[src/rtl/video_reg_fetch_pkg.sv]
// video_pkg: fetch addresses, FSM/field encodings and reset values for video_reg_fetch.
// VIDEO_REG_FETCH_STATUS_EN adds a 7th field (game_over) fetched from 0xB000.
package video_pkg;
    localparam logic [1:0] IDLE = 2'd0, ADDR = 2'd1, WAIT = 2'd2, CAPT = 2'd3;
    typedef enum logic [1:0] {S_IDLE = IDLE, S_ADDR = ADDR, S_WAIT = WAIT, S_CAPT = CAPT} state_e;
    typedef enum logic [2:0] {F_P1_LIVES, F_P2_LIVES, F_DOOR_1, F_DOOR_2, F_POS_1, F_POS_2, F_STATUS} field_e;
`ifdef VIDEO_REG_FETCH_STATUS_EN
    localparam int NUM_FIELDS = 7;
`else
    localparam int NUM_FIELDS = 6;
`endif
    localparam logic [31:0] ADDR_P1_LIVES = 32'h6000;
    localparam logic [31:0] ADDR_P2_LIVES = 32'h7000;
    localparam logic [31:0] ADDR_DOOR_1 = 32'h3000;
    localparam logic [31:0] ADDR_DOOR_2 = 32'h4000;
    localparam logic [31:0] ADDR_POS_1 = 32'h9000;
    localparam logic [31:0] ADDR_POS_2 = 32'hA000;
    localparam logic [31:0] ADDR_STATUS = 32'hB000;
    localparam logic [1:0] LIVES_RST = 2'b11;
    typedef logic [NUM_FIELDS-1:0][1:0] fields_t;
    localparam fields_t COMMIT_RST = fields_t'({LIVES_RST, LIVES_RST});
    function automatic logic [31:0] fetch_addr(logic [2:0] idx);
        case (idx)
            F_P1_LIVES: return ADDR_P1_LIVES;
            F_P2_LIVES: return ADDR_P2_LIVES;
            F_DOOR_1: return ADDR_DOOR_1;
            F_DOOR_2: return ADDR_DOOR_2;
            F_POS_1: return ADDR_POS_1;
            F_POS_2: return ADDR_POS_2;
            default: return ADDR_STATUS;
        endcase
    endfunction
endpackage

[src/rtl/video_reg_fetch_if.sv]
// video_reg_fetch_if: video-port read bus between video_reg_fetch (master) and data memory (slave).
interface video_reg_fetch_if;
    logic [31:0] rd_addr;
    logic [31:0] rd_data;
    modport master (output rd_addr, input rd_data);
    modport slave (input rd_addr, output rd_data);
endinterface

[src/rtl/video_reg_fetch_snapshot_reg.sv]
// video_snapshot_reg: working/staged/committed triple buffer; frame_sync commits the newest complete scan.
module video_snapshot_reg
    import video_pkg::*;
(
    input  logic       clk,
    input  logic       reset,
    input  logic       cap_en,
    input  logic [2:0] cap_idx,
    input  logic [1:0] cap_data,
    input  logic       scan_done,
    input  logic       frame_sync,
    output fields_t    out_q,
    output logic       commit_q
);
    fields_t work_q, work_d, stage_q, stage_d, out_d;
    logic stage_valid_q, stage_valid_d, commit_d;

    // a scan finishing on the frame_sync cycle bypasses staging and commits directly
    always_comb begin
        work_d = work_q;
        if (cap_en) work_d[cap_idx] = cap_data;
        stage_d = scan_done ? work_d : stage_q;
        stage_valid_d = scan_done ? !frame_sync : stage_valid_q && !frame_sync;
        commit_d = frame_sync && (scan_done || stage_valid_q);
        out_d = commit_d ? (scan_done ? work_d : stage_q) : out_q;
    end

    always_ff @(posedge clk) begin
        if (reset) begin
            work_q <= '0;
            stage_q <= '0;
            stage_valid_q <= 1'b0;
            out_q <= COMMIT_RST;
            commit_q <= 1'b0;
        end else begin
            work_q <= work_d;
            stage_q <= stage_d;
            stage_valid_q <= stage_valid_d;
            out_q <= out_d;
            commit_q <= commit_d;
        end
    end
endmodule

[src/rtl/video_reg_fetch.sv]
// video_reg_fetch: scans game registers over the video read port and commits them at frame_sync.
// VIDEO_REG_FETCH_STATUS_EN adds the game_over output fetched as a 7th word.
module video_reg_fetch
    import video_pkg::*;
#(
    parameter int RD_LAT = 1
) (
    input  logic                     clk,
    input  logic                     reset,
    input  logic                     enable,
    input  logic                     frame_sync,
    video_reg_fetch_if.master        mem,
    output logic [1:0]               p1_lives,
    output logic [1:0]               p2_lives,
    output logic [1:0]               correct_door_1,
    output logic [1:0]               correct_door_2,
    output logic [1:0]               player_1_pos,
    output logic [1:0]               player_2_pos,
`ifdef VIDEO_REG_FETCH_STATUS_EN
    output logic                     game_over,
`endif
    output logic                     busy,
    output logic                     commit
);
    logic [1:0] state_q, state_d, wait_q, wait_d;
    logic [2:0] idx_q, idx_d;
    logic scan_done, unused_bits;
    fields_t out;

    always_comb begin
        state_d = state_q;
        idx_d = idx_q;
        wait_d = 2'd0;
        scan_done = state_q == CAPT && idx_q == 3'(NUM_FIELDS - 1);
        case (state_q)
            IDLE: state_d = enable ? ADDR : IDLE;
            ADDR: state_d = RD_LAT == 1 ? CAPT : WAIT;
            WAIT: begin
                wait_d = wait_q + 2'd1;
                state_d = wait_q == 2'(RD_LAT - 2) ? CAPT : WAIT;
            end
            default: begin
                idx_d = scan_done ? 3'd0 : idx_q + 3'd1;
                state_d = scan_done ? IDLE : ADDR;
            end
        endcase
    end

    always_ff @(posedge clk) begin
        if (reset) begin
            state_q <= IDLE;
            idx_q <= 3'd0;
            wait_q <= 2'd0;
        end else begin
            state_q <= state_d;
            idx_q <= idx_d;
            wait_q <= wait_d;
        end
    end

    // idx is 0 whenever idle, so the address rests at 0x6000 between scans
    assign mem.rd_addr = fetch_addr(idx_q);
    assign busy = state_q != IDLE;

    video_snapshot_reg u_snap (
        .clk       (clk),
        .reset     (reset),
        .cap_en    (state_q == CAPT),
        .cap_idx   (idx_q),
        .cap_data  (mem.rd_data[1:0]),
        .scan_done (scan_done),
        .frame_sync(frame_sync),
        .out_q     (out),
        .commit_q  (commit)
    );

    assign p1_lives = out[F_P1_LIVES];
    assign p2_lives = out[F_P2_LIVES];
    assign correct_door_1 = out[F_DOOR_1];
    assign correct_door_2 = out[F_DOOR_2];
    assign player_1_pos = out[F_POS_1];
    assign player_2_pos = out[F_POS_2];
`ifdef VIDEO_REG_FETCH_STATUS_EN
    assign game_over = out[F_STATUS][0];
    assign unused_bits = ^{mem.rd_data[31:2], out[F_STATUS][1]};
`else
    assign unused_bits = ^mem.rd_data[31:2];
`endif
endmodule

[src/flat_wrapper.sv]
// flat-port wrapper written by rule: the top's interface ports become plain ports
module video_reg_fetch_flat import video_pkg::*;
#(
    parameter int RD_LAT = 1
)
  (clk, reset, enable, frame_sync, p1_lives, p2_lives, correct_door_1, correct_door_2, player_1_pos, player_2_pos, busy, commit, mem_rd_addr, mem_rd_data);
  video_reg_fetch_if mem_i ();
  input  logic clk;
  input  logic reset;
  input  logic enable;
  input  logic frame_sync;
  output logic [1:0] p1_lives;
  output logic [1:0] p2_lives;
  output logic [1:0] correct_door_1;
  output logic [1:0] correct_door_2;
  output logic [1:0] player_1_pos;
  output logic [1:0] player_2_pos;
  output logic busy;
  output logic commit;
  output wire logic [$bits(mem_i.rd_addr)-1:0] mem_rd_addr;
  input wire logic [$bits(mem_i.rd_data)-1:0] mem_rd_data;
  assign mem_rd_addr = mem_i.rd_addr;
  assign mem_i.rd_data = mem_rd_data;
  video_reg_fetch #(.RD_LAT(RD_LAT)) u_core (.clk(clk), .reset(reset), .enable(enable), .frame_sync(frame_sync), .mem(mem_i), .p1_lives(p1_lives), .p2_lives(p2_lives), .correct_door_1(correct_door_1), .correct_door_2(correct_door_2), .player_1_pos(player_1_pos), .player_2_pos(player_2_pos), .busy(busy), .commit(commit));
endmodule
[config.mk]
export PLATFORM = sky130hd
export DESIGN_NAME = video_reg_fetch_flat
export DESIGN_NICKNAME = d
export VERILOG_FILES = /design/src/rtl/video_reg_fetch_pkg.sv /design/src/rtl/video_reg_fetch_if.sv /design/src/rtl/video_reg_fetch_snapshot_reg.sv /design/src/rtl/video_reg_fetch.sv /design/src/flat_wrapper.sv
export SDC_FILE = /design/constraint.sdc
export NUM_CORES = 1
export LEC_CHECK = 0
export ABC_CLOCK_PERIOD_IN_PS = 2500
export CAP_MARGIN = 40
export CORE_ASPECT_RATIO = 1.25
export CORE_MARGIN = 2
export CORE_UTILIZATION = 40
export DETAILED_ROUTE_END_ITERATION = 10
export PLACE_DENSITY_LB_ADDON = 0.1
export SETUP_SLACK_MARGIN = 0.1
export SYNTH_ARGS = -nofsm -noshare
export SYNTH_HDL_FRONTEND = slang
export SYNTH_HIERARCHICAL = 1
export SYNTH_SLANG_ARGS = --single-unit
export TNS_END_PERCENT = 5
[constraint.sdc]
create_clock -name clk -period 2.5 [get_ports clk]
set_input_delay 0.5 -clock clk [delete_from_list [all_inputs] [get_ports clk]]
set_output_delay 0.5 -clock clk [all_outputs]
set_load 0.03 [all_outputs]
---- After elaboration in Yosys (flattened, before gate mapping) ----
Index checks and enable logic that the tools add are counted.
storage, ports and cells
  word-level logic and storage cells ...... 60
  bits of input ports ..................... 36
  bits in registers ....................... 45
  output and inout bits ................... 46
operators by class
  add/subtract/negate cells ............... 2
  muxes and demuxes ....................... 12
  reductions and logical operators ........ 11
  order comparisons ....................... 2
  bitwise logic cells ..................... 1
  eq/ne operators ......................... 9
operators with widths
  cell                 number
  $pmux 16 s6          1
  $mux 12              2
  $bwmux 12            1
  $demux 2 s3          1
  $eq 2x2->1 const B   3
  $eq 3x2->1 const B   2
  $eq 3x3->1 const B   2
  $pmux 2 s3           1
  $logic_and 1x1->1    4
  $lt 3x4->1 const B   1
  $mux 1               4
  $add 3x1->3 const B  1
  $eq 3x1->1 const B   1
  $ge 3x1->1 const B   1
  $logic_not 3->1      1
  $mux 3               1
  $reduce_or 3->1      1
  $add 2x1->2 const B  1
  $eq 2x1->1 const B   1
  $logic_not 2->1      1
  $mux 2               1
  $reduce_bool 2->1    1
  $reduce_or 2->1      1
  $logic_not 1->1      1
  2 further kinds      2

---- Logic depth before layout (Yosys ltp) ----
  depth after elaboration ................. 7
  gate-level depth with buffers ........... 9
  mapped depth without buffers ............ 6

---- Hierarchy ----
Netlist, hierarchy kept.
modules (own cells, without submodules)
  module              instances  sequential area each (sq um)  cells an instance  area an instance (sq um)
  video_snapshot_reg  1          760.7                         160                1675.4
  video_reg_fetch     1          140.1                         77                 688.2

---- Least setup slack after synthesis ----
OpenSTA, ideal clock, no wires.
  kind .................................... flip-flop to flip-flop
  start point ............................. register u_core.idx_q[1]
  end point ............................... register u_core/u_snap/out_q[3] (netlist bit)
  slack ................................... 441 ps
  stages on the path, launching flop included .. 10
  period minus slack after synthesis ...... 2059 ps
  path buffers ............................ 3
  data required time ...................... 2431 ps
  setup time .............................. 69 ps
  arrival ................................. 1990 ps
  cells stage by stage .................... dfxtp_1 > inv_1 > ha_1 > and3_1 > clkbuf_2 > buf_4 > buf_4 > mux2i_1 > mux2_1 > o21ai_1
on the way
  elaborated cells on any way between the ends .. 12
  those cells by class .................... order compare (2); eq/ne (1); mux (5); reduce/logical (4)
RTL lines
  element                 RTL line                            source
  from (decl)             video_reg_fetch.sv:26               logic [2:0] idx_q, idx_d;
  from (signal assigned)  video_reg_fetch.sv:56               idx_q <= idx_d;
  $eq 3x3->1 *            video_reg_fetch.sv:34               scan_done = state_q == CAPT && idx_q == 3'(NUM_FIELDS - 1);
  $logic_and 1x1->1 *     video_reg_fetch.sv:34
  via u_core.scan_done    video_reg_fetch.sv:27               logic scan_done, unused_bits;
  $logic_or 1x1->1        video_reg_fetch_snapshot_reg.sv:24  commit_d = frame_sync && (scan_done || stage_valid_q);
  $logic_and 1x1->1       video_reg_fetch_snapshot_reg.sv:24
  to (signal assigned)    video_reg_fetch_snapshot_reg.sv:39  out_q <= out_d;
  to (decl)               video_reg_fetch_snapshot_reg.sv:12  output fields_t out_q,
The timed path passes the listed nets; every way through them passes the cells marked *.
A chain may end at the register's enable or synchronous reset.

---- Worst setup path in the final report ----
  start point ............................. register u_core.idx_q[2]
  end point ............................... output mem_rd_addr[13]
on the way
  cells in the longest elaborated chain, start to end .. 2
  elaborated cells on any way between the ends .. 7
  those cells by class .................... eq/ne (5); mux (1); reduce/logical (1)
RTL lines
  element                                   RTL line                   source
  $eq 3x3->1, or another cell as far along  video_reg_fetch_pkg.sv:23  case (idx)
  $pmux 16 s6 *                             video_reg_fetch_pkg.sv:23
  to (decl)                                 flat_wrapper.sv:20         output wire logic [$bits(mem_i.rd_addr)-1:0] mem_rd_addr;
Mark *: on every way between the ends. The rest lies on a longest branch, timed or not.

==> reports/metrics.cfg <==
[pwr]
peakVddDrop_uv=389.5
p_per_area_nw_per_um2=559.2
netSwitchingFraction=0.2568
power_switching_w=0.0003833
leakage_nw=1.104
pwr-share-seq=0.495
p_comb_frac=0.121
pwr-share-clk=0.384
p_int_w=0.001109

[timing]
setup_viol=0
finClkSkew_ns=0.006628
whs_ns=0.4306
tns_ns=0
hold_viol_final=0
min_period_over_period=0.9119
rsz0062_at_grt=false
max_clock_freq_mhz=438.6
drv_slew=0
fin_crit_ns=2.280

[critical_path]
arrival_ns=1.78
path_class=register to primary output
cp_max_fo=12
cp_slowest_cell=clkdlybuf4s50_1
cp-end-kind=primary output
cpPeakStageDelay_ns=0.68
worstPathRequired_ns=2.00
start_kind=register
crit_chain=buf_4 > and3b_1 > a21oi_1 > clkdlybuf4s50_1

[routing]
vias=1544
wire_per_inst_um=12.61
via_per_inst=4.780
dr.pass1.iters=4
ant_nets=0
drc_errors=0
drt_wl_total_um=4072
drtIter0Drc=45

[job]
cap_violations=0

[cts]
cts_sinks=45
hold_buffers=0
cts_buffers=5
cts_root_buf=clkbuf_8
clk_pin_slew_worst_paths_ns=0.08
clk_path_buf_depth=2
clk-insertion-delay-late_ns=0.30
cts_tree=yes
htreeDepth=2

[finish]
seq_area_um2=900.9
multi_input_area_um2=1239
fillers=578
final_util=0.4649
n_antenna_cell=0
final_nets=303
syn_to_final_growth_pct=12.92
drive_gt1_frac=0.1245

[floorplan]
num_rows=31
initial_core_util=0.4117
core_um2=5741
fp.dieH_um=89.94
io_pins=82
fp.dieW_um=72.76
dieArea_um2=6544

[synthesis]
ys_ff_latch=45
synth_cell_types=36
syn_avg_cell_area_um2=9.973
synthTopCellsByArea=dfxtp_1, mux2i_1, buf_4, ha_1, nor2_1
synth.cell_area_um2=2364
synth_cells=237
netlist.area_leader.share=0.3812
synth_area_leader_cell=dfxtp_1
yosys_warnings=6
yosysSeqAreaShare=0.3812

[worst_hold_path]
hp-class=register to register

[global_routing]
gr-usage-met2=0.2008
grt_use_total=0.1339
grt_max_degree=37
gr-usage-met3=0.03027
use_met1=0.1895
grt_first_pass_wirelength_um=7044
grt_pass1_vias=1481
grt_antenna_before_repair=0
top_usage_layer=met2
grt_overflow=0

[placement]
finalWeightedCongestion=0.6863
dp_hpwl_um=2773
io_buffers=23

[run_status]
status=finished, final reports clean

[cell type report]
class / instances / area share
Multi-Input combinational cell: 168 / 0.4641
Sequential cell: 45 / 0.3376
Timing Repair Buffer: 30 / 0.1139
Clock buffer: 6 / 0.03094
Tap cell: 66 / 0.03094
Clock inverter: 2 / 0.01406
Inverter: 6 / 0.008439
[routing by layer]
metal	up-vias	share of wire
met3	7	0.034
met5	-	0
met2	28	0.46
met1	714	0.49
met4	0	0.015
li1	795	-
[cell usage in the layout (no fill, tap or decap), types with 2 or more instances in the layout]
cell type	instances
a211oi_1	2
a21oi_1	6
and4bb_1	2
buf_12	2
buf_4	5
clkbuf_8	6
clkdlybuf4s50_1	20
conb_1	28
dfxtp_1	45
ha_1	11
inv_1	6
mux2_2	3
mux2i_1	28
nand2b_1	11
nand3b_1	9
nand4b_2	2
nor2_1	28
nor3_1	10
o21ai_1	4
o32ai_1	2
o41ai_1	3
o41ai_2	5
or3b_1	2
[timing repair]
item                       CTS  global route
resized for setup            1             1
cloned                       0             0
setup endpoints to repair    2             1
buffers inserted             0             0
[power by group through the flow]
stage                     logic, W  clock network, W  registers (W)
after floorplan           0.000172                 0       0.000757
after global placement    0.000181                 0       0.000756
after detailed placement  0.000183                 0       0.000756
after CTS                 0.000183          0.000594       0.000739
after global routing      0.000201          0.000629       0.000740
final                     0.000181          0.000573       0.000738
[flip-flops by register name (all words and copies together), names as in the netlist]
signal                       count
u_core/u_snap/out_q             12
u_core/u_snap/stage_q           12
u_core/u_snap/work_q            12
u_core/idx_q                     3
u_core/state_q                   2
u_core/wait_q                    2
u_core/u_snap/commit_q           1
u_core/u_snap/stage_valid_q      1
[stage by stage]
step	total power, W	setup WS [ns]	cells	area (um^2)
detailed placement	0.0009383	0.3325	315	2547
finish	0.001492	0.2201	323	2669
global placement	0.0009368	0.3419	315	2547
global route	0.001570	0.1059	323	2669
floorplan	0.0009295	0.4409	264	2465
CTS	0.001515	0.08256	323	2666
[critical path: cells and delay by family (launching register included)]
family / cells / cell delay [ns]
buffers and inverters: 2 / 0.87
DFF: 1 / 0.33
and+or+nand+nor: 1 / 0.19
AOI/OAI and AO/OA: 1 / 0.10
[worst paths after layout]
check | from | end | slack (ns) | cells after the start
max | u_core/idx_q[2] | mem_rd_addr[13] | 0.22 | 4
min | u_core/wait_q[0] | u_core/wait_q[0] | 0.43 | 1
max reg2reg | u_core/state_q[0] | u_core/u_snap/out_q[7] | 0.44 | 6
min reg2reg | u_core/wait_q[0] | u_core/wait_q[0] | 0.43 | 1
[synth_stat cells]
library cell	number
o22ai_2	1
conb_1	1
buf_4	32
nor2_1	28
buf_6	1
or3b_1	2
nor4b_4	1
buf_2	4
nand2_1	1
o21ai_2	1
o21ai_1	4
a21oi_1	6
mux2i_1	28
nand4b_2	2
clkbuf_1	7
o32ai_1	2
mux2_2	3
maj3_1	1
nor3_1	10
clkbuf_2	1
and3_1	1
and4bb_4	1
nand2b_1	11
and3b_1	1
mux2_1	1
o41ai_2	5
nand3b_1	9
o41ai_1	3
dfxtp_1	45
and4bb_1	2
ha_1	11
and3b_2	1
a211oi_1	2
and2b_2	1
inv_1	6
nor3b_1	1
[kinds of logic (layout without fill, tap and decap cells)]
| family | after synthesis | count (layout) | synth area share |
|---|---|---|---|
| simple gates | 72 | 72 | 0.1901 |
| fa+ha+maj | 12 | 12 | 0.06247 |
| mux | 32 | 32 | 0.1376 |
| buf+inv | 51 | 44 | 0.1376 |
| flops | 45 | 45 | 0.3812 |
| compound gates | 24 | 24 | 0.08947 |
| other cells | 1 | 28 | 0.001587 |
Note: power is estimated with default switching activity, not from simulation.
